===== src/rtl/spi_frame_loader_if.sv =====
// Bundles the SPI pins and the bram write port of the frame loader.
// The slave modport faces the loader; the master modport faces the host/bench.
interface spi_frame_loader_if #(
    parameter int ADDRESS_WIDTH = 9
);
    logic                     spi_sclk;
    logic                     spi_mosi;
    logic                     spi_cs_n;
    logic                     wen;
    logic [ADDRESS_WIDTH-1:0] waddr;
    logic [7:0]               wdata;
    logic                     frame_done;
    logic                     overflow;

    modport slave (
        input  spi_sclk,
        input  spi_mosi,
        input  spi_cs_n,
        output wen,
        output waddr,
        output wdata,
        output frame_done,
        output overflow
    );

    modport master (
        output spi_sclk,
        output spi_mosi,
        output spi_cs_n,
        input  wen,
        input  waddr,
        input  wdata,
        input  frame_done,
        input  overflow
    );
endinterface


===== src/rtl/spi_frame_loader.sv =====
// SPI mode-0 slave that streams LED frame bytes into the pixel bram write port.
// Each transaction: 2-byte big-endian start address, then channel bytes written
// to consecutive addresses. Out-of-range bytes are dropped and flagged.
module spi_frame_loader #(
    parameter int MEMORY_SIZE   = 480,
    parameter int ADDRESS_WIDTH = 9
) (
    input  logic clk,
    input  logic rst,
    spi_frame_loader_if.slave bus
);

    typedef enum logic [1:0] {
        IDLE,
        ADDR_HI,
        ADDR_LO,
        DATA
    } state_t;

    localparam logic [15:0] MEM_LIMIT = 16'(MEMORY_SIZE);

    // Synchronizer chains: index 1 is the synchronized level, index 2 the previous one.
    logic [2:0] sclk_sync_reg;
    logic [2:0] cs_sync_reg;
    logic [1:0] mosi_sync_reg;

    logic sclk_rise;
    logic cs_n_s;
    logic cs_rise;
    logic mosi_s;

    logic [7:0] shift_reg;
    logic [2:0] bit_cnt_reg;
    logic       byte_valid;
    logic [7:0] byte_next;

    state_t                   state_reg;
    logic [7:0]               addr_hi_reg;
    logic [15:0]              ptr_reg;
    logic                     written_reg;
    logic                     wen_reg;
    logic [ADDRESS_WIDTH-1:0] waddr_reg;
    logic [7:0]               wdata_reg;
    logic                     frame_done_reg;
    logic                     overflow_reg;

    // Bring the asynchronous SPI pins into the clk domain; reset loads idle levels.
    always_ff @(posedge clk) begin
        if (!rst) begin
            sclk_sync_reg <= 3'b000;
            cs_sync_reg   <= 3'b111;
            mosi_sync_reg <= 2'b00;
        end else begin
            sclk_sync_reg <= {sclk_sync_reg[1:0], bus.spi_sclk};
            cs_sync_reg   <= {cs_sync_reg[1:0], bus.spi_cs_n};
            mosi_sync_reg <= {mosi_sync_reg[0], bus.spi_mosi};
        end
    end

    assign sclk_rise = sclk_sync_reg[1] & ~sclk_sync_reg[2];
    assign cs_n_s    = cs_sync_reg[1];
    assign cs_rise   = cs_sync_reg[1] & ~cs_sync_reg[2];
    assign mosi_s    = mosi_sync_reg[1];

    // A byte completes on the eighth rising sclk; cs_n must be low, so a byte
    // can never complete in the same cycle as cs_rise.
    assign byte_next  = {shift_reg[6:0], mosi_s};
    assign byte_valid = (state_reg != IDLE) && sclk_rise && !cs_n_s && (bit_cnt_reg == 3'd7);

    // Shift MOSI in MSB first; the counter is held clear while idle so a
    // partial byte from an aborted transaction never leaks into the next one.
    always_ff @(posedge clk) begin
        if (!rst) begin
            shift_reg   <= 8'h00;
            bit_cnt_reg <= 3'd0;
        end else if (state_reg == IDLE) begin
            bit_cnt_reg <= 3'd0;
        end else if (sclk_rise && !cs_n_s) begin
            shift_reg   <= byte_next;
            bit_cnt_reg <= bit_cnt_reg + 3'd1;
        end
    end

    // Transaction FSM: parse the address, then issue one registered write per data byte.
    always_ff @(posedge clk) begin
        if (!rst) begin
            state_reg      <= IDLE;
            addr_hi_reg    <= 8'h00;
            ptr_reg        <= 16'h0000;
            written_reg    <= 1'b0;
            wen_reg        <= 1'b0;
            waddr_reg      <= '0;
            wdata_reg      <= 8'h00;
            frame_done_reg <= 1'b0;
            overflow_reg   <= 1'b0;
        end else begin
            wen_reg        <= 1'b0;
            frame_done_reg <= 1'b0;
            case (state_reg)
                IDLE: begin
                    if (!cs_n_s) begin
                        written_reg <= 1'b0;
                        state_reg   <= ADDR_HI;
                    end
                end
                ADDR_HI: begin
                    if (cs_rise) begin
                        state_reg <= IDLE;
                    end else if (byte_valid) begin
                        addr_hi_reg <= byte_next;
                        state_reg   <= ADDR_LO;
                    end
                end
                ADDR_LO: begin
                    if (cs_rise) begin
                        state_reg <= IDLE;
                    end else if (byte_valid) begin
                        ptr_reg   <= {addr_hi_reg, byte_next};
                        state_reg <= DATA;
                    end
                end
                DATA: begin
                    if (cs_rise) begin
                        // Any final write was already issued in an earlier cycle,
                        // so this pulse always follows the last wen.
                        frame_done_reg <= written_reg;
                        state_reg      <= IDLE;
                    end else if (byte_valid) begin
                        if (ptr_reg < MEM_LIMIT) begin
                            wen_reg     <= 1'b1;
                            waddr_reg   <= ptr_reg[ADDRESS_WIDTH-1:0];
                            wdata_reg   <= byte_next;
                            written_reg <= 1'b1;
                        end else begin
                            overflow_reg <= 1'b1;
                        end
                        if (ptr_reg != 16'hFFFF) begin
                            ptr_reg <= ptr_reg + 16'd1;
                        end
                    end
                end
                default: state_reg <= IDLE;
            endcase
        end
    end

    assign bus.wen        = wen_reg;
    assign bus.waddr      = waddr_reg;
    assign bus.wdata      = wdata_reg;
    assign bus.frame_done = frame_done_reg;
    assign bus.overflow   = overflow_reg;

endmodule


===== src/flat_wrapper.sv =====
// flat-port wrapper written by rule: the top's interface ports become plain ports
module spi_frame_loader_flat 
#(
    parameter int MEMORY_SIZE   = 480,
    parameter int ADDRESS_WIDTH = 9
)
  (clk, rst, bus_spi_sclk, bus_spi_mosi, bus_spi_cs_n, bus_wen, bus_waddr, bus_wdata, bus_frame_done, bus_overflow);
  spi_frame_loader_if #(.ADDRESS_WIDTH(ADDRESS_WIDTH)) bus_i ();
  input  logic clk;
  input  logic rst;
  input wire logic [$bits(bus_i.spi_sclk)-1:0] bus_spi_sclk;
  input wire logic [$bits(bus_i.spi_mosi)-1:0] bus_spi_mosi;
  input wire logic [$bits(bus_i.spi_cs_n)-1:0] bus_spi_cs_n;
  output wire logic [$bits(bus_i.wen)-1:0] bus_wen;
  output wire logic [$bits(bus_i.waddr)-1:0] bus_waddr;
  output wire logic [$bits(bus_i.wdata)-1:0] bus_wdata;
  output wire logic [$bits(bus_i.frame_done)-1:0] bus_frame_done;
  output wire logic [$bits(bus_i.overflow)-1:0] bus_overflow;
  assign bus_i.spi_sclk = bus_spi_sclk;
  assign bus_i.spi_mosi = bus_spi_mosi;
  assign bus_i.spi_cs_n = bus_spi_cs_n;
  assign bus_wen = bus_i.wen;
  assign bus_waddr = bus_i.waddr;
  assign bus_wdata = bus_i.wdata;
  assign bus_frame_done = bus_i.frame_done;
  assign bus_overflow = bus_i.overflow;
  spi_frame_loader #(.MEMORY_SIZE(MEMORY_SIZE), .ADDRESS_WIDTH(ADDRESS_WIDTH)) u_core (.clk(clk), .rst(rst), .bus(bus_i));
endmodule

===== config.mk =====
export PLATFORM = sky130hd
export DESIGN_NAME = spi_frame_loader_flat
export DESIGN_NICKNAME = d
export VERILOG_FILES = /design/src/rtl/spi_frame_loader_if.sv /design/src/rtl/spi_frame_loader.sv /design/src/flat_wrapper.sv
export SDC_FILE = /design/constraint.sdc
export NUM_CORES = 1
export LEC_CHECK = 0
export CAP_MARGIN = 20
export CORE_ASPECT_RATIO = 1.5
export CORE_MARGIN = 2
export CORE_UTILIZATION = 55
export DETAILED_ROUTE_END_ITERATION = 16
export GPL_ROUTABILITY_DRIVEN = 1
export PLACE_DENSITY_LB_ADDON = 0.25
export SLEW_MARGIN = 15
export SYNTH_ARGS = -nofsm -noshare
export SYNTH_HDL_FRONTEND = slang
export SYNTH_SLANG_ARGS = --single-unit

===== constraint.sdc =====
create_clock -name clk -period 6.5 [get_ports clk]
set_input_delay 0.975 -clock clk [delete_from_list [all_inputs] [get_ports clk]]
set_output_delay 0.975 -clock clk [all_outputs]
set_load 0.005 [all_outputs]

==> results of run 1 <==
## layout make-up
| cell class | count | area (um^2) | area share, % |
|---|---|---|---|
| clock inverters | 7 | 95.1 | 2.82 |
| multi-input cells | 232 | 1490 | 44.2 |
| inverters | 5 | 18.8 | 0.557 |
| well taps | 68 | 85.1 | 2.53 |
| flip-flops and latches | 65 | 1300 | 38.6 |
| repair buffers | 26 | 255 | 7.58 |
| clock buffers | 9 | 124 | 3.68 |
## power breakdown
| part | switching [mW] | internal, mW | total [mW] |
|---|---|---|---|
| Clock | 0.160 | 0.215 | 0.376 |
| Sequential | 0.00289 | 0.401 | 0.404 |
| Combinational | 0.0167 | 0.0105 | 0.0272 |
## final timing paths
check,start,to,slack [ns]
worst min-delay path,u_core.cs_sync_reg[0],u_core.cs_sync_reg[1],0.42
worst max register to register,u_core.state_reg[1],u_core.ptr_reg[13],3.57
worst min register to register,u_core.cs_sync_reg[0],u_core.cs_sync_reg[1],0.42
worst max-delay path,u_core.state_reg[1],u_core.ptr_reg[13],3.57
## Yosys cell counts (5+ instances only)
cell      instances
dfxtp_1          65
nor2_1           44
mux2i_1          30
nand2_1          29
a21oi_1          28
clkbuf_1         15
nand3_1          10
nand2b_1          9
and2_1            8
ha_1              7
o21ai_0           6
nor4_1            5
o221a_2           5
## cell usage in the layout, fill, tap and decap left out, drive strengths merged, types with 2 or more instances in the layout
cell type      Yosys  routed
bufinv             0       2
nor2              44      44
a21boi             4       4
a22oi              2       2
clkinv             0       4
clkdlybuf4s50      0      24
o21ai              6       6
buf                2       2
nor3b              3       3
and4               2       2
a21oi             28      28
inv                5       5
nor2b              4       4
dfxtp             65      65
mux2i             30      30
and2               8       8
a31oi              2       2
nor3               4       4
clkbuf            15       9
nand4              4       4
nand2b             9       9
nand3             10      10
o22ai              3       3
nor4               5       5
o32ai              3       3
o221a              5       5
o21a               3       3
ha                 7       7
nand2             29      29
## metrics by stage
step | std cells | hold WS, ns
after floorplan | 319 | 0.386
after global placement | 396 | 0.390
after detailed placement | 396 | 0.401
after CTS | 412 | 0.420
after global routing | 412 | 0.451
final | 412 | 0.418
## cell families after synthesis
| group | count (synthesis) |
|---|---|
| DFF | 65 |
| adders and majority gates | 7 |
| buffers and inverters | 22 |
| muxes | 31 |
| AOI/OAI and AO/OA | 63 |
| and+or+nand+nor | 130 |
| xor gates and xnor gates | 1 |
## worst reg2reg max path: cells and delay by family (launching register included)
family                     cells  cell delay [ns]
DFF                            1             0.40
and+or+nand+nor                2             1.18
buffers and inverters          1             0.10
adders and majority gates      1             0.28
AOI/OAI and AO/OA              3             0.91
## per-layer routing
metal	vias up	part of all wire [%]	global-route usage [%]
met5	-	0	0
met4	0	3.5	12.0
met3	19	4.7	6.08
met2	75	51	39.3
met1	1143	41	27.8
li1	1168	-	-
==> out/results.tsv, run 1 <==
metric	value	unit
antenna violation net count after detailed routing	0	
unrepaired setup endpoints after global routing	false	
area leader, netlist	dfxtp_1	
clock tree sinks	65	
relative slew slack	44.2	%
layout cells sized above 1	9.01	%
kind of critical path	register to register	
cell area after synthesis	2870	um^2
critical path capture point type	register	
total routed wirelength	6.16	mm
Req. time, crit path	6.77	ns
final setup margin	3.57	ns
Starting Density	56.5	%
nets@finish	351	
Vias/cell	5.84	
core area	5080	um^2
Power Total	0.807	mW
PwrDens	240	nW/um^2
TritonCTS Buffers	9	
DP HPWL	4.03	mm
Hold WC Path Type	register to register	
setup violators final	0	
ANT cells	0	
synth warn	0	
Worst EP arrival	3.20	ns
Slew @ Worst Pin	0.835	ns
skew final	0.00584	ns
GRT Total Usage	23.6	%
cell row count	32	
Peak VDD IR	0.162	mV
top post-synthesis cells by area	dfxtp_1 45%, mux2i_1 10%, nor2_1 5.7%	
CTS Buffer Depth	2	
final worst path period share	45.1	%
status	completed	
DR WL/cell	14.9	um
maxcap violations	0	
Final GP Congestion	0.776	
post-synthesis sequential area ratio	45.3	%
WP buf/inv	1	
Die Area	5830	um^2
clk root buf	clkbuf_8	
hold path depth	1	
Avg Cell Area, Syn	9.01	um^2
Syn Inst Count	319	
Synth Area in Adders	3.05	%
PortBufs	24	
# DRC	0	
r2r worst-path depth	7	
initial antenna violation count	0	
total congestion overflow	0	
Yosys top cell area share	45.3	%
Hold Buf Count CTS	0	
DRT Pass-1 Iters	4	
XOR/XNOR share of the synthesized area	0.305	%
Finished Cell Area	3370	um^2
CTS H-tree depth	3	
layout overhead on the synthesized area	17.2	%
multiplexer area fraction after synthesis	10.8	%
Synth Area in Simple Gates	22.6	%
Fmax achieved	0.341	GHz
# Post-CTS Setup Buffers	0	
vias in the first global route	2268	
#FFs+latches synth	65	
EDFF count, synth	0	
worst path cell trace	inv_1, ha_1, nor4b_4, o2111ai_2, o21bai_4, or4b_1, a31oi_1	
Synth Flop Type	dfxtp_1	
CTS tree	yes	
Ports	25	
Syn Nets	331	
clock-pin slew on the worst setup and hold paths	0.07	ns
DP Worst Slack	3.43	ns
delay-heaviest family, CP	simple AND/OR/NAND/NOR gates	
Synth Area in Compound Gates	14.9	%
Largest register FFs	16	
Final Hold Fails	0	
worst-path fanout max	28	
die width	63.0	um
main combinational cell family by area after synthesis	simple AND/OR/NAND/NOR gates	
initial drt markers	168	
Max Slew Vio Count	0	
Static Leak	1.18	nW
async set or reset register ratio after synthesis	0	%
slowest CP cell	nor4b_4	
Clock Latency Late Sink	0.35	ns
synth unique cells	45	
setup TNS	0	ns
fin crit period	2.93	ns
Fill cells	431	
vias post-DR	2405	
Area after DPL	3150	um^2
largest net degree at the start of global routing	46	
CP peak stage delay	0.61	ns
post-CTS resize count	0	
first-pass GRT wire length	10.8	mm
die height	92.5	um
crit path launch type	register	
critical path depth	7	
share of the core filled with cells	66.2	%
Note: power is estimated with default switching activity, not from simulation.
==> run 2: changes to the inputs <==
clock period = 2.7 ns   (was 6.5 ns; I/O delays follow)
==> out/results.tsv, run 2 (synthesis gave the netlist of run 1 again) <==
metric	value	unit
status	completed	
Worst EP arrival	2.63	ns
DRT Pass-1 Iters	4	
DR WL/cell	14.9	um
initial antenna violation count	0	
Clock Power Share	44.7	%
fin crit period	2.35	ns
largest net degree at the start of global routing	39	
Die Area	5830	um^2
worst-path fanout max	27	
slowest CP cell	dfxtp_1	
maxcap violations	0	
internal power	1.43	mW
relative slew slack	55.6	%
dpl cells	401	
post-CTS resize count	0	
Final Hold Fails	0	
die width	63.0	um
Logic pwr share	3.6	%
cell row count	32	
core area	5080	um^2
CP peak stage delay	0.38	ns
Starting Density	56.5	%
Largest register FFs	16	
antenna violation net count after detailed routing	0	
sw power	0.454	mW
layout cells sized above 1	10.3	%
die height	92.5	um
clk root buf	clkbuf_8	
DP HPWL	4.22	mm
Hold WC Path Type	register to register	
final worst path period share	87.2	%
Req. time, crit path	2.98	ns
most common cell after layout, fill and taps aside	dfxtp_1	
ANT cells	0	
crit path launch type	register	
setup violators final	0	
Area after DPL	3190	um^2
Slew @ Worst Pin	0.664	ns
Switching Fraction	24.1	%
TritonCTS Buffers	9	
CTS H-tree depth	3	
first-pass GRT wire length	10.4	mm
initial drt markers	147	
WP buf/inv	2	
Ports	25	
vias post-DR	2379	
Hold Buf Count CTS	0	
Fmax achieved	0.425	GHz
critical path capture point type	register	
GRT Total Usage	23.0	%
Sequential Power Share	51.7	%
Finished Cell Area	3390	um^2
kind of critical path	register to register	
nets@finish	356	
vias in the first global route	2284	
most frequent cells in the layout	65 x dfxtp_1, 44 x nor2_1, 30 x mux2i_1	
CTS tree	yes	
PortBufs	24	
setup TNS	0	ns
unrepaired setup endpoints after global routing	false	
CTS Buffer Depth	2	
Static Leak	1.19	nW
# Post-CTS Setup Buffers	0	
total congestion overflow	0	
skew final	0.00943	ns
clock tree sinks	65	
clock-pin slew on the worst setup and hold paths	0.08	ns
Vias/cell	5.71	
Final GP Congestion	0.823	
Max Slew Vio Count	0	
Peak VDD IR	0.398	mV
delay-heaviest family, CP	simple AND/OR/NAND/NOR gates	
Clock Latency Late Sink	0.35	ns
worst path cell trace	inv_1, ha_1, nor4b_4, o2111ai_2, o21bai_4, buf_4, or3_1, a21oi_1	
PwrDens	555	nW/um^2
total routed wirelength	6.21	mm
Layout Cells excl Fill	417	
layout overhead on the synthesized area	18.0	%
# DRC	0	
==> run 2: metrics by stage <==
stage | worst slack [ns] | total power, mW | utilization (%) | hold WS [ns]
after global placement | 0.396 | 1.06 | 62.7 | 0.391
after detailed placement | 0.328 | 1.06 | 62.7 | 0.394
after floorplan | 0.330 | 1.04 | - | 0.386
after global routing | 0.141 | 1.94 | 66.7 | 0.446
after CTS | 0.337 | 1.90 | 66.7 | 0.412
final | 0.347 | 1.88 | 66.7 | 0.411
==> run 2: path summary, 6_finish.rpt <==
kind	from	end	slack, ns	cells past startpoint
worst max-delay path	u_core.state_reg[1]	u_core.ptr_reg[0]	0.35	8
worst min-delay path	u_core.cs_sync_reg[0]	u_core.cs_sync_reg[1]	0.41	1
worst max register to register	u_core.state_reg[1]	u_core.ptr_reg[0]	0.35	8
worst min register to register	u_core.cs_sync_reg[0]	u_core.cs_sync_reg[1]	0.41	1
==> run 2: layout make-up <==
type                            instances  area [um^2]
Clock inverter                          7         78.8
Timing Repair Buffer                   31          293
Tap cell                               68         85.1
Fill cell                             451         1700
Multi-Input combinational cell        232         1490
Clock buffer                            9          124
Sequential cell                        65         1300
Inverter                                5         18.8
==> run 2: routing by layer <==
metal | vias to the layer above | global-route usage (%) | wire (um)
met5 | - | 0 | 0
met4 | 0 | 14.4 | 157
met3 | 12 | 4.01 | 184
met2 | 41 | 38.5 | 3210
met1 | 1136 | 26.9 | 2660
li1 | 1190 | - | -
==> run 2: power groups by stage <==
stage | Clock [mW] | Sequential, mW | Combinational, mW
global placement | 0 | 0.995 | 0.0668
finish | 0.840 | 0.973 | 0.0680
global route | 0.894 | 0.974 | 0.0763
floorplan | 0 | 0.993 | 0.0480
CTS | 0.854 | 0.973 | 0.0686
detailed placement | 0 | 0.996 | 0.0681
==> run 3: changes to the inputs <==
CTS_BUF_LIST = sky130_fd_sc_hd__clkbuf_16   (was not set)
==> out/results.tsv, run 3 (synthesis gave the netlist of run 1 again) <==
metric	value	unit
status	completed	
met2 wire length	3.29	mm
vias post-DR	2416	
Req. time, crit path	2.96	ns
critical path capture point type	register	
met3 WL	200	um
kind of critical path	register to register	
worst path cell trace	inv_1, ha_1, nor4b_4, o2111ai_2, o21bai_4, buf_4, or3_1, a21oi_1	
# Post-CTS Setup Buffers	0	
die width	63.0	um
relative slew slack	55.5	%
share of the core filled with cells	68.7	%
M1 WL	2.73	mm
internal power	1.72	mW
top layer in use	met4	
R2R Setup Slk	0.33	ns
skew final	0.00495	ns
setup TNS	0	ns
CTS Buffer Depth	2	
layout overhead on the synthesized area	21.5	%
clock-pin slew on the worst setup and hold paths	0.06	ns
unrepaired setup endpoints after global routing	false	
layout cells sized above 1	10.3	%
post-CTS resize count	0	
Clock Latency Late Sink	0.33	ns
DP HPWL	4.22	mm
Vias/cell	5.79	
Die Area	5830	um^2
dpl cells	401	
Layout Cells excl Fill	417	
CTS H-tree depth	3	
Hold Buf Count CTS	0	
Clock Power Share	52.9	%
Switching Fraction	22.5	%
Hold WC Path Type	register to register	
GRT Total Usage	23.7	%
Sequential Power Share	44.0	%
total congestion overflow	0	
slowest CP cell	dfxtp_1	
worst-path fanout max	27	
most frequent cells in the layout	65 x dfxtp_1, 44 x nor2_1, 30 x mux2i_1	
Ports	25	
Starting Density	56.5	%
CP peak stage delay	0.38	ns
Fmax achieved	0.421	GHz
Static Leak	1.23	nW
PwrDens	634	nW/um^2
PortBufs	24	
Slew @ Worst Pin	0.666	ns
core area	5080	um^2
Final Hold Fails	0	
cell row count	32	
Worst EP arrival	2.64	ns
fin crit period	2.37	ns
first-pass GRT wire length	10.7	mm
Largest register FFs	16	
initial drt markers	165	
most common cell after layout, fill and taps aside	dfxtp_1	
antenna violation net count after detailed routing	0	
TritonCTS Buffers	9	
clk root buf	clkbuf_16	
largest net degree at the start of global routing	39	
total routed wirelength	6.39	mm
Peak VDD IR	0.563	mV
final worst path period share	88.0	%
die height	92.5	um
# DRC	0	
DR WL/cell	15.3	um
CTS tree	yes	
clock tree sinks	65	
sw power	0.498	mW
Final GP Congestion	0.823	
maxcap violations	0	
nets@finish	356	
vias in the first global route	2291	
ANT cells	0	
DRT Pass-1 Iters	4	
crit path launch type	register	
Logic pwr share	3.1	%
Max Slew Vio Count	0	
setup violators final	0	
initial antenna violation count	0	
-- run 3: cell count changes in the layout (fill, tap and decap cells not counted) --
| cell | previous run | this run |
|---|---|---|
| clkbuf_16 | 0 | 9 |
| clkbuf_8 | 9 | 0 |
-- run 3: area by class of cell --
cell class                 instances  area [um^2]
clock buffer                       9          225
tap                               68         85.1
timing repair buffer              31          293
multi-input combinational        232         1490
fill                             422         1590
inverter                           5         18.8
clock inverter                     7         78.8
sequential                        65         1300
-- run 3: stage by stage --
stage	hold slack, ns	instance area, um^2	power, mW	setup slack, ns
after floorplan	0.386	2870	1.04	0.330
after global placement	0.391	3190	1.06	0.396
after detailed placement	0.394	3190	1.06	0.328
after CTS	0.407	3490	2.23	0.327
after global routing	0.441	3490	2.28	0.137
final	0.406	3490	2.21	0.325
-- run 3: worst paths after layout --
kind	startpoint	end	cells past startpoint
max	u_core.state_reg[1]	u_core.ptr_reg[0]	8
min	u_core.cs_sync_reg[0]	u_core.cs_sync_reg[1]	1
max reg2reg	u_core.state_reg[1]	u_core.ptr_reg[0]	8
min reg2reg	u_core.cs_sync_reg[0]	u_core.cs_sync_reg[1]	1
-- run 3: power groups by stage --
| stage | Combinational [mW] | Sequential [mW] | Clock, mW |
|---|---|---|---|
| 2_1_floorplan | 0.0480 | 0.993 | 0 |
| 3_3_place_gp | 0.0668 | 0.995 | 0 |
| 3_5_place_dp | 0.0681 | 0.996 | 0 |
| 4_1_cts | 0.0699 | 0.974 | 1.18 |
| 5_1_grt | 0.0771 | 0.976 | 1.23 |
| 6_report | 0.0691 | 0.975 | 1.17 |
-- run 3: layer usage --
layer	up-vias	global-route usage (%)
met5	-	0
met4	0	13.0
met2	44	40.0
li1	1188	-
met3	13	5.83
met1	1171	27.1
-- run 3: critical path: cells and delay by family, from the launching register on --
| family | cells | cell delay (ns) |
|---|---|---|
| adders and majority gates | 1 | 0.27 |
| buffers and inverters | 2 | 0.33 |
| AOI/OAI and AO/OA | 3 | 0.64 |
| and+or+nand+nor | 2 | 0.69 |
| DFF | 1 | 0.38 |
